==> src/rtl/chan_scan_ctrl_pkg.sv <==
// Shared constants and FSM state type for the channel scan sequencer.
package chscan_pkg;
  localparam int N_CH  = 16;
  localparam int SEL_W = 4;

  typedef enum logic [1:0] {
    IDLE   = 2'd0,
    ACTIVE = 2'd1,
    GAP    = 2'd2
  } state_t;
endpackage

==> src/rtl/chan_scan_ctrl_rr_pick.sv <==
// Rotating-priority finder: first set req bit after ptr, with ptr itself checked last.
module rr_pick
  import chscan_pkg::*;
(
  input  logic [N_CH-1:0]  req,
  input  logic [SEL_W-1:0] ptr,
  output logic             found,
  output logic [SEL_W-1:0] idx
);

  logic [SEL_W-1:0] cand [N_CH];

  // cand[k] = (ptr+1+k) mod N_CH; the SEL_W-bit add supplies the modulo
  genvar gi;
  generate
    for (gi = 0; gi < N_CH; gi++) begin : g_cand
      assign cand[gi] = ptr + SEL_W'(gi + 1);
    end
  endgenerate

  // Scan from lowest to highest priority so the earliest candidate wins
  always_comb begin
    found = 1'b0;
    idx   = '0;
    for (int k = N_CH - 1; k >= 0; k--) begin
      if (req[cand[k]]) begin
        found = 1'b1;
        idx   = cand[k];
      end
    end
  end

endmodule

==> src/rtl/chan_scan_ctrl.sv <==
// Round-robin channel scan sequencer feeding a 4-to-16 decoder (sel/en), one enable-low gap between grants.
// Optional grant counter output enabled by defining CHSCAN_GRANT_CNT_EN.
module chan_scan_ctrl
  import chscan_pkg::*;
#(
  parameter int DWELL_W = 8
) (
  input  logic               clk,
  input  logic               rst,
  input  logic               run,
  input  logic [N_CH-1:0]    req,
  input  logic [DWELL_W-1:0] dwell,
  input  logic               done,
  output logic [SEL_W-1:0]   sel,
  output logic               en,
  output logic               busy,
  output logic               grant_pulse,
  output logic               wrap
`ifdef CHSCAN_GRANT_CNT_EN
  ,
  output logic [15:0]        grant_cnt
`endif
);

  state_t             state_reg, state_next;
  logic [SEL_W-1:0]   sel_reg, sel_next;
  logic [SEL_W-1:0]   ptr_reg, ptr_next;
  logic [DWELL_W-1:0] cnt_reg, cnt_next;
  logic               en_reg, en_next;
  logic               pulse_reg, pulse_next;
  logic               wrap_reg, wrap_next;
  logic               granted_reg, granted_next;
  logic               pick_found;
  logic [SEL_W-1:0]   pick_idx;

  rr_pick u_rr_pick (
    .req   (req),
    .ptr   (ptr_reg),
    .found (pick_found),
    .idx   (pick_idx)
  );

`ifdef CHSCAN_GRANT_CNT_EN
  logic [15:0] grant_cnt_reg;

  always_ff @(posedge clk) begin
    if (rst) begin
      grant_cnt_reg <= '0;
    end else if (pulse_next) begin
      grant_cnt_reg <= grant_cnt_reg + 16'd1;
    end
  end
`endif

  always_ff @(posedge clk) begin
    if (rst) begin
      state_reg   <= IDLE;
      sel_reg     <= '0;
      ptr_reg     <= SEL_W'(N_CH - 1);
      cnt_reg     <= '0;
      en_reg      <= 1'b0;
      pulse_reg   <= 1'b0;
      wrap_reg    <= 1'b0;
      granted_reg <= 1'b0;
    end else begin
      state_reg   <= state_next;
      sel_reg     <= sel_next;
      ptr_reg     <= ptr_next;
      cnt_reg     <= cnt_next;
      en_reg      <= en_next;
      pulse_reg   <= pulse_next;
      wrap_reg    <= wrap_next;
      granted_reg <= granted_next;
    end
  end

  always_comb begin
    state_next   = state_reg;
    sel_next     = sel_reg;
    ptr_next     = ptr_reg;
    cnt_next     = cnt_reg;
    en_next      = 1'b0;
    pulse_next   = 1'b0;
    wrap_next    = 1'b0;
    granted_next = granted_reg;
    case (state_reg)
      ACTIVE: begin
        // The cycle in which done/run=0/cnt==0 is seen is the last enabled one
        if (done || !run || (cnt_reg == '0)) begin
          state_next = GAP;
        end else begin
          en_next  = 1'b1;
          cnt_next = cnt_reg - DWELL_W'(1);
        end
      end
      default: begin
        // IDLE and GAP both launch a new grant when work is pending
        if (run && pick_found) begin
          state_next   = ACTIVE;
          sel_next     = pick_idx;
          ptr_next     = pick_idx;
          en_next      = 1'b1;
          pulse_next   = 1'b1;
          wrap_next    = granted_reg && (pick_idx <= sel_reg);
          cnt_next     = (dwell == '0) ? '0 : dwell - DWELL_W'(1);
          granted_next = 1'b1;
        end else begin
          state_next = IDLE;
        end
      end
    endcase
  end

  always_comb begin
    sel         = sel_reg;
    en          = en_reg;
    busy        = (state_reg != IDLE);
    grant_pulse = pulse_reg;
    wrap        = wrap_reg;
`ifdef CHSCAN_GRANT_CNT_EN
    grant_cnt   = grant_cnt_reg;
`endif
  end

endmodule

==> config.mk <==
export PLATFORM = sky130hd
export DESIGN_NAME = chan_scan_ctrl
export DESIGN_NICKNAME = d
export VERILOG_FILES = /design/src/rtl/chan_scan_ctrl_pkg.sv /design/src/rtl/chan_scan_ctrl_rr_pick.sv /design/src/rtl/chan_scan_ctrl.sv
export SDC_FILE = /design/constraint.sdc
export NUM_CORES = 1
export LEC_CHECK = 0
export ABC_CLOCK_PERIOD_IN_PS = 5450
export BUFFER_PORTS_ARGS = -buffer_cell sky130_fd_sc_hd__buf_2
export CAP_MARGIN = 40
export CORE_ASPECT_RATIO = 0.9
export CORE_MARGIN = 3
export CORE_UTILIZATION = 45
export CTS_BUF_LIST = sky130_fd_sc_hd__clkbuf_8 sky130_fd_sc_hd__clkbuf_16
export CTS_CLUSTER_DIAMETER = 200
export DETAILED_ROUTE_END_ITERATION = 12
export PLACE_DENSITY = 0.73
export SLEW_MARGIN = 20
export SYNTH_ARGS = -nofsm -noshare
export SYNTH_HDL_FRONTEND = slang
export SYNTH_SLANG_ARGS = --single-unit
==> constraint.sdc <==
create_clock -name clk -period 5.45 [get_ports clk]
set_input_delay 0.2725 -clock clk [delete_from_list [all_inputs] [get_ports clk]]
set_output_delay 0.2725 -clock clk [all_outputs]
set_load 0.1 [all_outputs]
* Word level (Yosys, flattened, before mapping)
Cells that the tools add are included.
** Operators by class
- Bitwise operators :: 2
- Mux-type cells :: 74
- $lt $le $gt $ge :: 17
- Reduce and logical (&&, ||, !) cells :: 13
- Equality and inequality tests :: 3
- Add/subtract/negate cells :: 17
** Operators by type and width (number)
- 4-bit by 5-bit less-than comparator with 1-bit output (second input constant) :: 16
- 1-bit binary-select mux with 4-bit select :: 16
- 4-bit 2-to-1 mux :: 16
- 1-bit 2-to-1 mux :: 36
- 4-bit adder (second input constant) :: 8
- 8-bit 2-to-1 mux :: 4
- 4-bit by 3-bit adder with 4-bit output (second input constant) :: 4
- 8-bit zero test :: 2
- 8-bit by 1-bit subtractor with 8-bit output (second input constant) :: 2
- 4-bit by 2-bit adder with 4-bit output (second input constant) :: 2
- 4-bit by 1-bit adder with 4-bit output (second input constant) :: 1
- 4-bit <= comparator :: 1
- 2-bit 2-to-1 mux :: 2
- 2-bit != test (second input constant) :: 2
- 2-bit AND reduction :: 2
- 2-bit nonzero test :: 2
- 3-bit OR reduction :: 1
- 2-bit by 1-bit equality test with 1-bit output (second input constant) :: 1
- 1-bit logical AND :: 2
- 1-bit logical OR :: 2
- 1-bit NOT :: 2
- 2-bit OR reduction :: 1
- 1-bit zero test :: 1
** Word-level totals
- Register bits after elaboration :: 22
- Word-level logic and storage cells :: 134
- Output and inout bits :: 8
- Bits of input ports :: 28

* Longest topological paths before layout
- Depth after elaboration :: 21
- Gate-level depth with buffers :: 21

* Modules after synthesis
From an unflattened synthesis, not the netlist that was laid out.
** Second synthesis, totals
- Cell total of the unflattened synthesis :: 392
- Area, all modules :: 3230.6 sq um
** Modules (own cells, without submodules)
- rr_pick :: sequential area each 0.0 sq um, area an instance 2039.5 sq um, instances 1, cells an instance 246
- chan_scan_ctrl :: sequential area each 440.4 sq um, area an instance 1191.1 sq um, instances 1, cells an instance 146

* Worst setup path after synthesis
Ideal clock, no wire load.
- Kind :: reg-to-reg
- From :: register ptr_reg[1]
- To :: register wrap_reg, in the netlist wrap
- Setup slack :: 310 ps
- Arrival :: 5024 ps
- Library setup time :: 116 ps
- Period minus slack after synthesis :: 5140 ps
- Path buffers :: 6
- Cell stages (with the launch flop) :: 21
- Cells stage by stage :: dfxtp_1 buf_4 buf_2 clkbuf_1 inv_1 ha_1 buf_2 buf_1 clkbuf_1 mux2_2 mux4_2 a221oi_1 o21ai_0 o21ai_0 a21oi_1 a211oi_1 inv_1 ha_1 a21oi_1 a41o_1 and3_1
** On the way
- Elaborated cells on any way between the ends :: 84
- Those cells by class :: add/sub: 15; order compare: 1; mux: 64; bitwise: 1; reduce/logical: 3
** RTL lines
- start: declaration :: line chan_scan_ctrl.sv:27 : logic [SEL_W-1:0] ptr_reg, ptr_next;
- start signal: assignment :: line chan_scan_ctrl.sv:59 : ptr_reg <= SEL_W'(N_CH - 1);
- start signal: assignment :: line chan_scan_ctrl.sv:68 : ptr_reg <= ptr_next;
- 4-bit adder / 1-bit binary-select mux with 4-bit select (equally long branches) :: line chan_scan_ctrl_rr_pick.sv:17, chan_scan_ctrl_rr_pick.sv:26
- 1-bit binary-select mux with 4-bit select / 1-bit 2-to-1 mux (equally long branches) :: line chan_scan_ctrl_rr_pick.sv:26 : if (req[cand[k]]) begin
- 1-bit 2-to-1 mux (implied by the code) / 4-bit 2-to-1 mux (equally long branches) :: line chan_scan_ctrl_rr_pick.sv:26
- 4-bit 2-to-1 mux (14 in a row) :: line chan_scan_ctrl_rr_pick.sv:26
- 4-bit 2-to-1 mux (*) :: line chan_scan_ctrl_rr_pick.sv:26
- via pick_idx[3] :: line chan_scan_ctrl.sv:34 : logic [SEL_W-1:0] pick_idx;
- 4-bit <= comparator (*) :: line chan_scan_ctrl.sv:104 : wrap_next = granted_reg && (pick_idx <= sel_reg);
- 1-bit logical AND (*) :: line chan_scan_ctrl.sv:104
- end signal: assignment :: line chan_scan_ctrl.sv:72 : wrap_reg <= wrap_next;
- end: declaration :: line chan_scan_ctrl.sv:31 : logic wrap_reg, wrap_next;
The timed path passes the listed nets; every way through them passes the cells marked *. The select of a mux whose other input is x is not followed.
A chain may end at the register's enable or synchronous reset.

* Final worst setup path
- From :: register ptr_reg[0]
- To :: register wrap_reg, in the netlist wrap
The elaborated chain is that of the path after synthesis.

==> impl_metrics.csv <==
group,metric,value,unit
status,status,"completed",
power_and_ir_drop,peakVddDrop,0.529,mV
die,die_h,90.4,um
synthesis,syn-cell-area,0.00356,mm2
worst_setup_path,required,5610,ps
synthesis,ys_warn_count,0,
route,ant_nets,0,
route,dr_total_vias,3523,
final_layout,fill_cells,723,
final_layout,largest_reg_flops,8,
sta,rsz0062_at_grt,"false",
synthesis,syn_area_per_cell,8.94,um2
worst_setup_path,cp_common_cell,"mux4_2",
final_layout,nets,469,
route,vias_per_cell,6.75,
synthesis,synth_ff_type,"dfxtp_1",
global_route,grt_antenna_before_repair,0,
synthesis,synth_top_area_share,22.2,%
job,maxCapViolCount,0,
sta,setup_slack,731,ps
placement,port-buffer-count,35,
power_and_ir_drop,p_per_area,713,mW/mm2
synthesis,syn-instance-count,398,
placement,dpl.hpwl,7.82,mm
clocking,clock_latency,260,ps
clocking,cts_buffer_depth,2,
clocking,h-tree-depth,1,
worst_setup_path,path_max_fanout,29,
sta,fmax,0.212,GHz
route,wl,10.3,mm
sta,relSlewSlack,48.4,%
clocking,cts_resized,0,
route,drcViolationCount,0,
die,rows,30,
global_route,grt_pass1_wl,16.7,mm
worst_setup_path,worstPathCellList,"buf_4, mux4_2, mux4_2, a211oi_2, o221ai_1, nor4_1, o211ai_1, a31oi_1, inv_1, ha_1, o21ai_0, nand2b_1, a21oi_1, a41o_1, and3_1",
synthesis,synthTopCellsByCount,"mux2i_1, mux4_2, nor2_1",
clocking,cts_tree,"yes",
route,routedLengthMet1,4.51,mm
sta,tightest_slew,768,ps
final_layout,final_area,0.00389,mm2
worst_hold_path,hold_path_class,"in2reg",
sta,finClkSkew,4.77,ps
synthesis,yosys_register_bits,22,
sta,period_share,86.6,%
sta,drv_slew,0,
synthesis,yosysMostFrequentCell,"mux2i_1",
die,die_area,0.00901,mm2
power_and_ir_drop,leakage,1.54,nW
global_route,grt_pass1_vias,3277,
sta,min_period,4720,ps
final_layout,diodes,0,
synthesis,synth_top_area_cell,"mux4_2",
worst_setup_path,arrival,4880,ps
placement,gp_congestion,1.02,
clocking,postCtsSetupBuffers,0,
clocking,cts_num_sinks,22,
route,wire_per_inst,19.7,um
final_layout,area_growth,9.32,%
placement,place_area,0.00380,mm2
synthesis,synth_edf_count,0,
die,die_width,99.7,um
synthesis,ys_top_cells_by_area,"mux4_2, dfxtp_1, mux2i_1, mux2_2, ha_1",
route,dr.pass1.iters,5,
die,ios,36,
sta,setup_violations,0,
global_route,grt-ovfl-total,0,
worst_setup_path,worst_setup_path_end_kind,"flip-flop",
clocking,cts_root_buffer,"clkbuf_8",
worst_setup_path,crit_slowest_cell,"mux4_2",
sta,setup_tns,0,ps
route,drt_iter0_markers,428,
final_layout,post-route-util,51.1,%
synthesis,ys_seq_area_share,12.4,%
synthesis,yosys.cell_types.count,62,
worst_setup_path,cp-start-kind,"flip-flop",
global_route,grt_max_degree,34,
die,core-area,0.00762,mm2
clocking,postCtsHoldBufs,0,
route,highest-signal-layer,"met4",
synthesis,async_flop_share,0,%
sta,final_hold_viol_count,0,
route,wl_met3,1.06,mm
final_layout,drive_above_1_share,25.1,%
die,start_util,46.7,%
placement,place_ws,921,ps
global_route,grt_usage,22.2,%
route,dr_wl_met2,4.58,mm
clocking,cts_made_buffers,3,
worst_setup_path,crit_type,"reg2reg",
synthesis,syn_nets,440,
worst_setup_path,slowest_delay,640,ps
clocking,clk_pin_slew,80,ps
[placed cells by master, fill, tap and decap left out, drive strengths merged, types with 8 or more instances in the layout]
master	n
a21oi	27
xnor2	14
mux2	17
o22ai	13
mux2i	36
inv	23
nor2	33
nor3	9
o21ai	20
mux4	35
ha	14
nand2	19
buf	42
nand2b	10
dfxtp	22
nand3	8
[cell families after synthesis]
logic type	count (synthesis)	synth area share, %
AND/OR/NAND/NOR	107	15.0
AO/OA/AOI/OAI	105	19.9
flip-flops	22	12.4
buffers and inverters	42	5.24
adder cells (fa/ha/maj)	14	4.92
multiplexers	88	37.7
XOR/XNOR	20	4.92
[critical path, delay by kind of cell (launching register included)]
kind,cells,cell delay (ps)
compound gates,7,1600
simple gates,3,640
buf+inv,2,460
mux,2,1230
fa+ha+maj,1,320
flops,1,340
[layer usage]
layer / vias to the layer above / global-route usage, %
met2: 202 / 33.4
met4: 0 / 3.07
met3: 22 / 5.10
met1: 1688 / 33.2
met5: - / 0
li1: 1611 / -
[final cells by class]
| class | instances | area [um2] | share of cell area (%) |
|---|---|---|---|
| repair buffers | 43 | 240 | 6.18 |
| clock inverters | 1 | 30.0 | 0.772 |
| clock buffers | 3 | 41.3 | 1.06 |
| multi-input cells | 334 | 2930 | 75.4 |
| flip-flops and latches | 22 | 440 | 11.3 |
| well taps | 96 | 120 | 3.09 |
| inverters | 23 | 86.3 | 2.22 |
[power by group]
group / switching, mW / internal [mW] / leakage (nW)
sequential: 0.0190 / 0.190 / 0.182
clock: 0.0527 / 0.0981 / 0.0357
combinational: 1.43 / 0.988 / 1.32
total: 1.50 / 1.28 / 1.54
[final timing paths]
| path | from | to | slack [ps] | cells after the start |
|---|---|---|---|---|
| setup / recovery | ptr_reg[0] | wrap | 730 | 15 |
| hold / removal | rst | state_reg[0] | 380 | 2 |
| setup reg to reg | ptr_reg[0] | wrap | 730 | 15 |
| hold reg to reg | granted_reg | granted_reg | 470 | 2 |
[through the flow]
| stage | total power, mW | std cells | hold slack, ps |
|---|---|---|---|
| 6_report | 2.77 | 522 | 383 |
| 5_1_grt | 2.98 | 522 | 390 |
| 4_1_cts | 2.71 | 520 | 378 |
| 3_5_place_dp | 2.55 | 516 | 459 |
| 3_3_place_gp | 2.53 | 516 | 443 |
| 2_1_floorplan | 2.05 | 398 | 337 |
(Power assumes the default switching activity.)
